$ cat src/rtl/cardinal_nic_pkg.sv
//------------------------------------------------------------------------------
// Module   : cardinal_nic_pkg
// Brief    : NIC register map, status bit, word width and arbiter state type.
// Revision : 1.0
//------------------------------------------------------------------------------
`default_nettype none

package cardinal_nic_pkg;

  localparam int WORD_W = 64;
  localparam int NIC_STATUS_BIT = 63;

  localparam logic [1:0] NIC_NET_IN         = 2'b00;
  localparam logic [1:0] NIC_NET_IN_STATUS  = 2'b01;
  localparam logic [1:0] NIC_NET_OUT        = 2'b10;
  localparam logic [1:0] NIC_NET_OUT_STATUS = 2'b11;

  typedef enum logic [1:0] {
    IDLE = 2'd0,
    POLL = 2'd1,
    XFER = 2'd2,
    DONE = 2'd3
  } state_t;

endpackage

`default_nettype wire

$ cat src/rtl/rr_arbiter.sv
//------------------------------------------------------------------------------
// Module   : rr_arbiter
// Brief    : Combinational round-robin picker: first request at or after ptr.
// Revision : 1.0
//------------------------------------------------------------------------------
`default_nettype none

module rr_arbiter #(
  parameter int NUM_REQ = 2,
  parameter int IDX_W   = $clog2(NUM_REQ)
) (
  input  logic [NUM_REQ-1:0] req,
  input  logic [IDX_W-1:0]   ptr,
  output logic [NUM_REQ-1:0] grant,
  output logic [IDX_W-1:0]   grant_idx,
  output logic               grant_valid
);

  int w_idx;

  always_comb begin
    grant       = '0;
    grant_idx   = '0;
    grant_valid = 1'b0;
    w_idx       = 0;
    for (int k = 0; k < NUM_REQ; k++) begin
      w_idx = (32'(ptr) + k) % NUM_REQ;
      if (!grant_valid && req[w_idx[IDX_W-1:0]]) begin
        grant_valid               = 1'b1;
        grant[w_idx[IDX_W-1:0]]   = 1'b1;
        grant_idx                 = w_idx[IDX_W-1:0];
      end
    end
  end

endmodule

`default_nettype wire

$ cat src/rtl/cardinal_nic_arbiter.sv
//------------------------------------------------------------------------------
// Module   : cardinal_nic_arbiter
// Brief    : Round-robin sharing of one cardinal NIC register port; polls the
//            status register, then performs a single send or receive access.
//            Optional poll timeout enabled by defining NIC_ARB_TIMEOUT_EN.
// Revision : 1.0
//------------------------------------------------------------------------------
`default_nettype none

module cardinal_nic_arbiter
  import cardinal_nic_pkg::*;
#(
  parameter int NUM_REQ = 2,
  parameter int TIMEOUT = 255
) (
  input  logic                      clk,
  input  logic                      reset,
  input  logic [NUM_REQ-1:0]        req,
  input  logic [NUM_REQ-1:0]        wr,
  input  logic [NUM_REQ*WORD_W-1:0] wdata,
  output logic [NUM_REQ-1:0]        done,
  output logic [NUM_REQ-1:0]        err,
  output logic [0:WORD_W-1]         rdata,
  output logic                      busy,
  output logic [0:1]                nic_addr,
  output logic                      nic_en,
  output logic                      nic_en_wr,
  output logic [0:WORD_W-1]         nic_wdata,
  input  logic [0:WORD_W-1]         nic_rdata
);

  localparam int IDX_W = $clog2(NUM_REQ);

  state_t              r_state;
  logic [IDX_W-1:0]    r_sel;
  logic [NUM_REQ-1:0]  r_sel_oh;
  logic [IDX_W-1:0]    r_rr_ptr;
  logic                r_wr;
  logic [WORD_W-1:0]   r_word;
  logic [NUM_REQ-1:0]  r_done;
  logic [NUM_REQ-1:0]  r_err;
  logic [0:WORD_W-1]   r_rdata;
  logic [0:1]          r_nic_addr;
  logic                r_nic_en;
  logic                r_nic_en_wr;
  logic [0:WORD_W-1]   r_nic_wdata;

  logic [NUM_REQ-1:0]  w_grant;
  logic [IDX_W-1:0]    w_grant_idx;
  logic                w_grant_valid;
  logic [WORD_W-1:0]   w_word_sel;
  logic                w_wr_sel;
  logic                w_status;
  logic                w_proceed;
  logic                w_req_held;
  logic                w_timeout;

  rr_arbiter #(
    .NUM_REQ (NUM_REQ),
    .IDX_W   (IDX_W)
  ) u_rr_arbiter (
    .req         (req),
    .ptr         (r_rr_ptr),
    .grant       (w_grant),
    .grant_idx   (w_grant_idx),
    .grant_valid (w_grant_valid)
  );

  always_comb begin
    w_word_sel = '0;
    for (int i = 0; i < NUM_REQ; i++) begin
      if (w_grant[i]) w_word_sel = wdata[WORD_W*i +: WORD_W];
    end
  end

  assign w_wr_sel   = |(wr & w_grant);
  assign w_status   = nic_rdata[NIC_STATUS_BIT];
  // A send waits for an empty output buffer, a receive for a full input one.
  assign w_proceed  = r_wr ? !w_status : w_status;
  assign w_req_held = |(req & r_sel_oh);

`ifdef NIC_ARB_TIMEOUT_EN
  localparam int CNT_W = ($clog2(TIMEOUT + 1) > 8) ? $clog2(TIMEOUT + 1) : 8;

  logic [CNT_W-1:0] r_poll_cnt;

  always_ff @(posedge clk) begin
    if (!reset || r_state != POLL) r_poll_cnt <= '0;
    else                           r_poll_cnt <= r_poll_cnt + 1'b1;
  end

  assign w_timeout = (r_state == POLL) && (r_poll_cnt == CNT_W'(TIMEOUT - 1));
`else
  // Never true for a legal TIMEOUT; POLL waits indefinitely in this build.
  assign w_timeout = (TIMEOUT < 0);
`endif

  always_ff @(posedge clk) begin
    if (!reset) begin
      r_state     <= IDLE;
      r_sel       <= '0;
      r_sel_oh    <= '0;
      r_rr_ptr    <= '0;
      r_wr        <= 1'b0;
      r_word      <= '0;
      r_done      <= '0;
      r_err       <= '0;
      r_rdata     <= '0;
      r_nic_addr  <= '0;
      r_nic_en    <= 1'b0;
      r_nic_en_wr <= 1'b0;
      r_nic_wdata <= '0;
    end else begin
      r_done <= '0;
      r_err  <= '0;
      unique case (r_state)
        IDLE: begin
          if (w_grant_valid) begin
            r_state     <= POLL;
            r_sel       <= w_grant_idx;
            r_sel_oh    <= w_grant;
            r_wr        <= w_wr_sel;
            r_word      <= w_word_sel;
            r_nic_en    <= 1'b1;
            r_nic_en_wr <= 1'b0;
            r_nic_addr  <= w_wr_sel ? NIC_NET_OUT_STATUS : NIC_NET_IN_STATUS;
          end
        end
        POLL: begin
          if (!w_req_held) begin
            r_state    <= IDLE;
            r_nic_en   <= 1'b0;
            r_nic_addr <= '0;
          end else if (w_proceed) begin
            r_state     <= XFER;
            r_nic_en_wr <= r_wr;
            r_nic_addr  <= r_wr ? NIC_NET_OUT : NIC_NET_IN;
            r_nic_wdata <= r_wr ? r_word : '0;
          end else if (w_timeout) begin
            r_state    <= DONE;
            r_nic_en   <= 1'b0;
            r_nic_addr <= '0;
            r_done     <= r_sel_oh;
            r_err      <= r_sel_oh;
          end
        end
        XFER: begin
          r_state     <= DONE;
          r_nic_en    <= 1'b0;
          r_nic_en_wr <= 1'b0;
          r_nic_addr  <= '0;
          r_nic_wdata <= '0;
          r_done      <= r_sel_oh;
          if (!r_wr) r_rdata <= nic_rdata;
        end
        DONE: begin
          r_state  <= IDLE;
          r_rr_ptr <= (r_sel == IDX_W'(NUM_REQ - 1)) ? '0 : r_sel + 1'b1;
        end
      endcase
    end
  end

  assign done      = r_done;
  assign err       = r_err;
  assign rdata     = r_rdata;
  assign busy      = (r_state != IDLE);
  assign nic_addr  = r_nic_addr;
  assign nic_en    = r_nic_en;
  assign nic_en_wr = r_nic_en_wr;
  assign nic_wdata = r_nic_wdata;

endmodule

`default_nettype wire

$ cat config.mk
export PLATFORM = sky130hd
export DESIGN_NAME = cardinal_nic_arbiter
export DESIGN_NICKNAME = d
export VERILOG_FILES = /design/src/rtl/cardinal_nic_pkg.sv /design/src/rtl/rr_arbiter.sv /design/src/rtl/cardinal_nic_arbiter.sv
export SDC_FILE = /design/constraint.sdc
export NUM_CORES = 1
export LEC_CHECK = 0
export BUFFER_PORTS_ARGS = -buffer_cell sky130_fd_sc_hd__buf_2
export CAP_MARGIN = 5
export CORE_AREA = 2 2 157 159
export DETAILED_ROUTE_END_ITERATION = 10
export DIE_AREA = 0 0 159 161
export PLACE_DENSITY = 0.66
export SYNTH_ARGS = -nofsm -noshare
export SYNTH_HDL_FRONTEND = slang
export SYNTH_SLANG_ARGS = --single-unit
$ cat constraint.sdc
create_clock -name clk -period 1.99 [get_ports clk]
set_input_delay 0.199 -clock clk [delete_from_list [all_inputs] [get_ports clk]]
set_output_delay 0.199 -clock clk [all_outputs]
set_load 0.05 [all_outputs]
* Word level (Yosys, flattened, before mapping)
Index checks and enable logic that the tools add are counted.
** Word-level totals
- Flip-flop bits (word level) :: 205
- Output and inout bits :: 137
- Logic and storage cells :: 88
** Cells by class
- $add $sub $neg :: 2
- Magnitude comparators :: 4
- Eq/ne operators :: 8
- Multiplexer cells :: 39
- Bitwise gates (word level) :: 4
- Reduce and logical (&&, ||, !) cells :: 19
** Operators by type and width (count)
- 64-bit 2-to-1 mux :: 5
- 64-bit case mux with 2 select lines :: 1
- 2-bit 2-to-1 mux :: 10
- 1-bit 2-to-1 mux :: 17
- 3-bit AND reduction :: 3
- 2-bit case mux with 4 select lines :: 1
- 2-bit AND reduction :: 4
- 2-bit inequality test (second input constant) :: 3
- 1-bit case mux with 3 select lines :: 2
- 2-bit case mux with 3 select lines :: 1
- 2-bit AND :: 2
- 2-bit equality test (second input constant) :: 2
- 1-bit by 2-bit less-than comparator with 1-bit output (second input constant) :: 2
- 4-bit AND reduction :: 1
- 2-bit nonzero test :: 2
- 2-bit OR reduction :: 2
- 1-bit logical AND :: 3
- 3-bit inequality test (second input constant) :: 1
- 3-bit nonzero test :: 1
- 1-bit adder (second input constant) :: 2
- 1-bit demux with 1-bit select :: 2
- 2-bit by 1-bit equality test with 1-bit output (second input constant) :: 1
- 1-bit >= comparator (second input constant) :: 2
- 1-bit logical NOT :: 2
- other kinds (4) :: 4

* Depth between registers and ports, before layout
Gate-level depths: netlist of run 1.
- Depth in word-level cells :: 12
- Mapped depth :: 8
- Gate-level depth less buffers :: 6

* Hierarchy
Synthesis of run 1 repeated with hierarchy kept, for this count alone.
** Second synthesis, totals
- Cell total of the unflattened synthesis :: 942
- Area total of the unflattened synthesis :: 7977.7 um2
** Modules (own cells, without submodules)
- cardinal_nic_arbiter :: instances 1, cells each 937, area an instance 7945.1 um2, seq. area each 4103.9 um2
- rr_arbiter :: instances 1, cells each 5, area an instance 32.5 um2, seq. area each 0.0 um2

* Least setup slack after synthesis of run 1
No wires, ideal clock.
- Path kind :: register to register
- Start point :: reg r_state[0]
- End point :: reg r_word[15]
- Library setup time :: 0.078 ns
- Arrival time :: 1.797 ns
- Setup slack :: 0.115 ns
- Cell stages (with the launch flop) :: 9
- Path buffers :: 2
- Period minus slack after synthesis :: 1.875 ns
- Cells stage by stage :: dfxtp_1 > inv_1 > ha_1 > inv_1 > nor2_1 > buf_2 > clkbuf_1 > nor2_1 > nor3_1
** On the way
- Longest elaborated chain between the ends :: 2
** Ends and longest elaborated chain
- start: declaration :: RTL line cardinal_nic_arbiter.sv:34 : state_t r_state;
- start signal: assignment :: RTL line cardinal_nic_arbiter.sv:100 : r_state <= IDLE;
- start signal: assignment :: RTL line cardinal_nic_arbiter.sv:119 : r_state <= POLL;
- start signal: assignment :: RTL line cardinal_nic_arbiter.sv:131 : r_state <= IDLE;
- 2-bit logical NOT :: RTL line cardinal_nic_arbiter.sv:116 : unique case (r_state)
- 2-bit AND reduction (no line)
- end signal: assignment :: RTL line cardinal_nic_arbiter.sv:123 : r_word <= w_word_sel;
- end: declaration :: RTL line cardinal_nic_arbiter.sv:39 : logic [WORD_W-1:0] r_word;
No other way between the ends.
A chain may end at the register's enable or synchronous reset.

* Worst setup path in the final report of run 1
- Start point :: reg r_state[0]
- End point :: out busy
** On the way
- Longest elaborated chain between the ends :: 1
** Ends and longest elaborated chain
- 2-bit nonzero test :: RTL line cardinal_nic_arbiter.sv:167 : assign busy = (r_state != IDLE);
- end: declaration :: RTL line cardinal_nic_arbiter.sv:24 : output logic busy,
No other way between the ends.

==> impl_metrics.tcl, run 1 <==
set metrics [dict create \
    synth_edf_count 0 \
    synth_top_family_by_area "simple AND/OR/NAND/NOR gates" \
    drtAntennaViolNets 0 \
    die_y_um 161 \
    crit_fanout 6 \
    finalHoldViolCount 0 \
    fill_cells 2250 \
    syn_to_final_growth_pct 53.0 \
    initial_utilization 0.326 \
    hold_ws_ns 0.0110 \
    vias 8511 \
    hold_path.class "primary input to flip-flop" \
    final_max_slew_viol_count 0 \
    ys.flop_type "dfxtp_1" \
    numPortBuffers 332 \
    p_clk_frac 0.368 \
    cts_tree "yes" \
    rsz0062_at_grt "no" \
    grt_util_all_layers 0.201 \
    ys_seq_area_frac 0.525 \
    synth.avg_cell_area_sq_um 8.34 \
    grt_pass1_vias 8229 \
    clock_path_buffers 3 \
    drive_above_1_share 0.308 \
    netlist_instances 937 \
    p_int_mw 7.80 \
    synth_seq_cells 205 \
    leakage_nw 5.10 \
    grt_max_degree 66 \
    pwr-share-comb 0.217 \
    layout_common_cells "buf_2 (331), dfxtp_1 (205), nand2_1 (133)" \
    clkTransAtPathRegs_ns 0.06 \
    crit_path_cell_trace "inv_1, ha_2, inv_1, buf_4" \
    fin_util 0.499 \
    maxCapViolations 0 \
    yosysWarningCount 0 \
    p_sw_mw 3.32 \
    crit_slowest_cell "dfxtp_1" \
    max_stage_delay_ns 0.43 \
    rows 57 \
    netSwitchingFraction 0.299 \
    ys_types 37 \
    syn-cell-area_sq_um 7810 \
    wirelength_um 27500 \
    drtIter0Drc 742 \
    setup_tns_ns 0 \
    p_total_mw 11.1 \
    end_kind "output port" \
    pwr-share-seq 0.416 \
    grt_pass1_wl_um 42700 \
    crit_top_cell "inv_1" \
    cp.arrival_ns 1.66 \
    fmax_mhz 538 \
    final_common_cell "buf_2" \
    cts_sinks 205 \
    cts_buffers 23 \
    status "finished clean" \
    nets 1561 \
    required_ns 1.79 \
    powerDensity_nw_per_um2 930 \
    synthAdderAreaFrac 0.00961 \
    core_sq_um 24000 \
    worstSetupPathType "flip-flop to output port" \
    synthArstFlopShare 0 \
    tightest_slew_ns 0.616 \
    drcViolationCount 0 \
    synth_top_area_frac 0.525 \
    drt_pass1_iterations 5 \
    finalClockSkew_ns 0.0143 \
    htree_levels 1 \
    synth_top_area_cell "dfxtp_1" \
    setup_viol 0 \
    die_area_sq_um 25600 \
    boundaryPins 335 \
    die_width_um 159 \
    fin_crit_ns 1.86 \
    wl_per_cell_um 16.2 \
    synth_mux_area_frac 0.00272 \
    worstSkewPairLatency_ns 0.50 \
    grt_overflow 0 \
    finalCritPeriodShare 0.935 \
    synth-compound-area-share 0.175 \
    ys_top_cells_by_area "dfxtp_1 (53%), a21oi_1 (8.5%), nand3_1 (8.3%), a221oi_1 (7.2%), nand2_1 (6.4%)" \
    synth-simple-area-share 0.231 \
    cts_root_buffer "clkbuf_16" \
    viasPerCell 5.02 \
    slew_headroom 0.588 \
    ir_drop_v 0.000496 \
    worstSetupStartpointType "flip-flop" \
    dp_hpwl_um 16700 \
    antenna_found_initial 1 \
    synthXorXnorAreaFrac 0.00208 \
    gp_congestion 0.796 \
]
-- cells by family (layout without fill, tap and decap cells) --
kind of cell | Yosys count | in the layout
AND/OR/NAND/NOR | 409 | 409
AO/OA/AOI/OAI | 215 | 215
flip-flops | 205 | 205
buffers and inverters | 98 | 532
adder cells (fa/ha/maj) | 6 | 6
multiplexers | 2 | 2
other | 1 | 3
XOR/XNOR | 1 | 1
-- per-layer routing --
metal,track usage,vias to the layer above,share of wire
met5,0,-,0
met1,0.241,3988,0.42
met2,0.359,310,0.49
met4,0.0674,0,0.029
li1,-,4151,-
met3,0.0442,62,0.065
-- path summary, 6_finish.rpt --
path | from | depth (start not counted) | to | slack (ns)
setup / recovery | r_state[0] | 4 | busy | 0.13
hold / removal | wdata[62] | 3 | r_word[62] | 0.01
hold reg to reg | rdata[8] | 2 | rdata[8] | 0.45
setup reg to reg | r_rr_ptr | 6 | r_word[60] | 0.15
-- synth_stat cells, drive strengths merged, types with 3 or more instances --
| library cell | n |
|---|---|
| dfxtp | 205 |
| nand2 | 133 |
| a21oi | 132 |
| nand3 | 130 |
| nor2 | 71 |
| clkbuf | 70 |
| nor3 | 65 |
| a221oi | 64 |
| buf | 23 |
| ha | 6 |
| inv | 5 |
| and3 | 3 |
| nand2b | 3 |
-- area by class of cell --
type	instances	area, sq um	area share
clock inverter	9	76.3	0.00638
clock buffer	31	646	0.0540
inverter	5	23.8	0.00199
antenna	1	2.50	0.000209
sequential	205	4100	0.343
timing repair buffer	487	3330	0.278
tap	324	405	0.0339
multi-input combinational	635	3370	0.282
-- state kept, by name (all words and copies together) (netlist names), named ones only --
signal,count
nic_en_wr,1
nic_addr,2
r_word,64
r_state,1
nic_wdata,64
r_sel_oh,2
r_rr_ptr,1
rdata,64
nic_en,1
r_sel,1
done,2
r_wr,1
-- metrics by stage --
| step | instances | worst slack [ns] | cell area [sq um] |
|---|---|---|---|
| global route | 1696 | 0.0409 | 12000 |
| global placement | 1535 | 0.295 | 9980 |
| floorplan | 938 | 0.115 | 7820 |
| CTS | 1692 | 0.0480 | 11900 |
| detailed placement | 1535 | 0.229 | 9980 |
| finish | 1697 | 0.130 | 12000 |
-- power by group through the flow --
stage	Sequential [mW]	Clock [mW]	Combinational, mW
global route	4.66	4.36	2.64
finish	4.62	4.09	2.41
global placement	4.69	0	2.15
CTS	4.61	4.21	2.36
detailed placement	4.70	0	2.17
floorplan	4.95	0	1.09
-- critical path: cells and delay by family, from the launching register on --
family,cells,cell delay (ns)
adders and majority gates,1,0.24
buffers and inverters,3,0.47
DFF,1,0.43
-- timing repair --
item / 4_1_cts / 5_1_grt
hold buffers: 117 / 0
pin swaps: 0 / 0
endpoints found under the setup margin: 1 / 4
cloned: 0 / 2
buffers inserted: 0 / 3
gates resized for setup: 1 / 4
endpoints found under the hold margin: 96 / 0
(Power assumes the default switching activity.)
==> inputs of run 2 (changes only) <==
--- a/config.mk
+++ b/config.mk
@@ -11,6 +11,7 @@
 export DETAILED_ROUTE_END_ITERATION = 10
 export DIE_AREA = 0 0 159 161
 export PLACE_DENSITY = 0.66
+export RECOVER_POWER = 25
 export SYNTH_ARGS = -nofsm -noshare
 export SYNTH_HDL_FRONTEND = slang
 export SYNTH_SLANG_ARGS = --single-unit
==> impl_metrics.tcl, run 2 (synthesized netlist as in run 1, its figures left out) <==
set metrics [dict create \
    clkTransAtPathRegs_ns 0.06 \
    end_kind "output port" \
    clock_path_buffers 3 \
    drtIter0Drc 722 \
    fin_ws_ns 0.128 \
    antenna_found_initial 1 \
    grt_overflow 0 \
    p_total_mw 11.1 \
    setup_viol 0 \
    cts_sinks 205 \
    initial_utilization 0.326 \
    dp_hpwl_um 16700 \
    slew_headroom 0.554 \
    final_common_cell "buf_2" \
    die_width_um 159 \
    post-place-ws_ns 0.229 \
    wirelength_um 27600 \
    rsz0062_at_grt "no" \
    worstSetupPathType "flip-flop to output port" \
    crit_fanout 6 \
    cts_root_buffer "clkbuf_16" \
    htree_levels 1 \
    finalClockSkew_ns 0.0155 \
    die_y_um 161 \
    boundaryPins 335 \
    vias 8575 \
    powerDensity_nw_per_um2 937 \
    leakage_nw 4.74 \
    fin_crit_ns 1.86 \
    numPortBuffers 332 \
    maxCapViolations 0 \
    worstSetupStartpointType "flip-flop" \
    setup_tns_ns 0 \
    grt_pass1_wl_um 42700 \
    drt_pass1_iterations 5 \
    worstSkewPairLatency_ns 0.50 \
    rows 57 \
    finalHoldViolCount 0 \
    tightest_slew_ns 0.671 \
    cts_tree "yes" \
    drcViolationCount 0 \
    required_ns 1.79 \
    syn_to_final_growth_pct 51.7 \
    wl_per_cell_um 16.3 \
    cp.arrival_ns 1.66 \
    nets 1561 \
    core_sq_um 24000 \
    die_area_sq_um 25600 \
    viasPerCell 5.05 \
    drtAntennaViolNets 0 \
    grt_max_degree 66 \
    drive_above_1_share 0.248 \
    cts_buffers 23 \
    grt_util_all_layers 0.201 \
    gp_congestion 0.796 \
    ir_drop_v 0.000496 \
    status "finished clean" \
    finalCritPeriodShare 0.936 \
    final_max_slew_viol_count 0 \
    fmax_mhz 537 \
    hold_path.class "primary input to flip-flop" \
    layout_common_cells "buf_2 (249), dfxtp_1 (205), nand2_1 (133)" \
    grt_pass1_vias 8229 \
]
run 2: cell types whose count changed in the layout (fill, tap and decap cells not counted):
cell,before,now
clkbuf_1,4,86
buf_2,331,249
run 2: report_power, final:
| group | internal [mW] | switching [mW] | leakage (nW) |
|---|---|---|---|
| sequential | 4.44 | 0.183 | 1.67 |
| clock | 2.40 | 1.69 | 0.359 |
| combinational | 0.942 | 1.45 | 2.71 |
| total | 7.78 | 3.33 | 4.74 |
run 2: what timing repair did:
action,4_1_cts,5_1_grt
buffers inserted,0,3
cloned,0,2
endpoints found under the hold margin,96,0
hold buffers,117,0
gates resized for setup,1,4
endpoints found under the setup margin,1,4
run 2: layout make-up:
class | count | area (sq um)
antenna | 1 | 2.50
clock buffer | 31 | 646
clock inverter | 9 | 76.3
fill | 2303 | 12100
inverter | 5 | 23.8
multi-input combinational | 635 | 3370
sequential | 205 | 4100
tap | 324 | 405
timing repair buffer | 487 | 3230
run 2: layer usage:
metal | wire length [um] | vias up | GRT usage
met4 | 778 | 0 | 0.0674
met2 | 13500 | 338 | 0.359
met3 | 1880 | 58 | 0.0442
li1 | - | 4162 | -
met5 | 0 | - | 0
met1 | 11400 | 4017 | 0.241
run 2: final timing paths:
path / slack (ns) / to / from / cells after the start
setup / recovery: 0.13 / busy / r_state[0] / 4
hold / removal: 0.01 / r_word[31] / wdata[95] / 3
setup reg to reg: 0.14 / r_word[60] / r_rr_ptr / 6
hold reg to reg: 0.45 / rdata[8] / rdata[8] / 2
run 2: metrics by stage:
step,hold WS (ns),instances,utilization,area (sq um)
CTS,0.0000280,1692,0.495,11900
global route,0.00942,1696,0.495,11900
global placement,0.438,1535,0.416,9980
floorplan,0.332,938,-,7820
detailed placement,0.443,1535,0.416,9980
finish,0.0134,1697,0.495,11900
run 2: worst max-delay path, cell delays in order (launching register included):
cell and delay, ns:
dfxtp_1 0.43, inv_1 0.13, ha_2 0.24, inv_1 0.12, buf_4 0.22
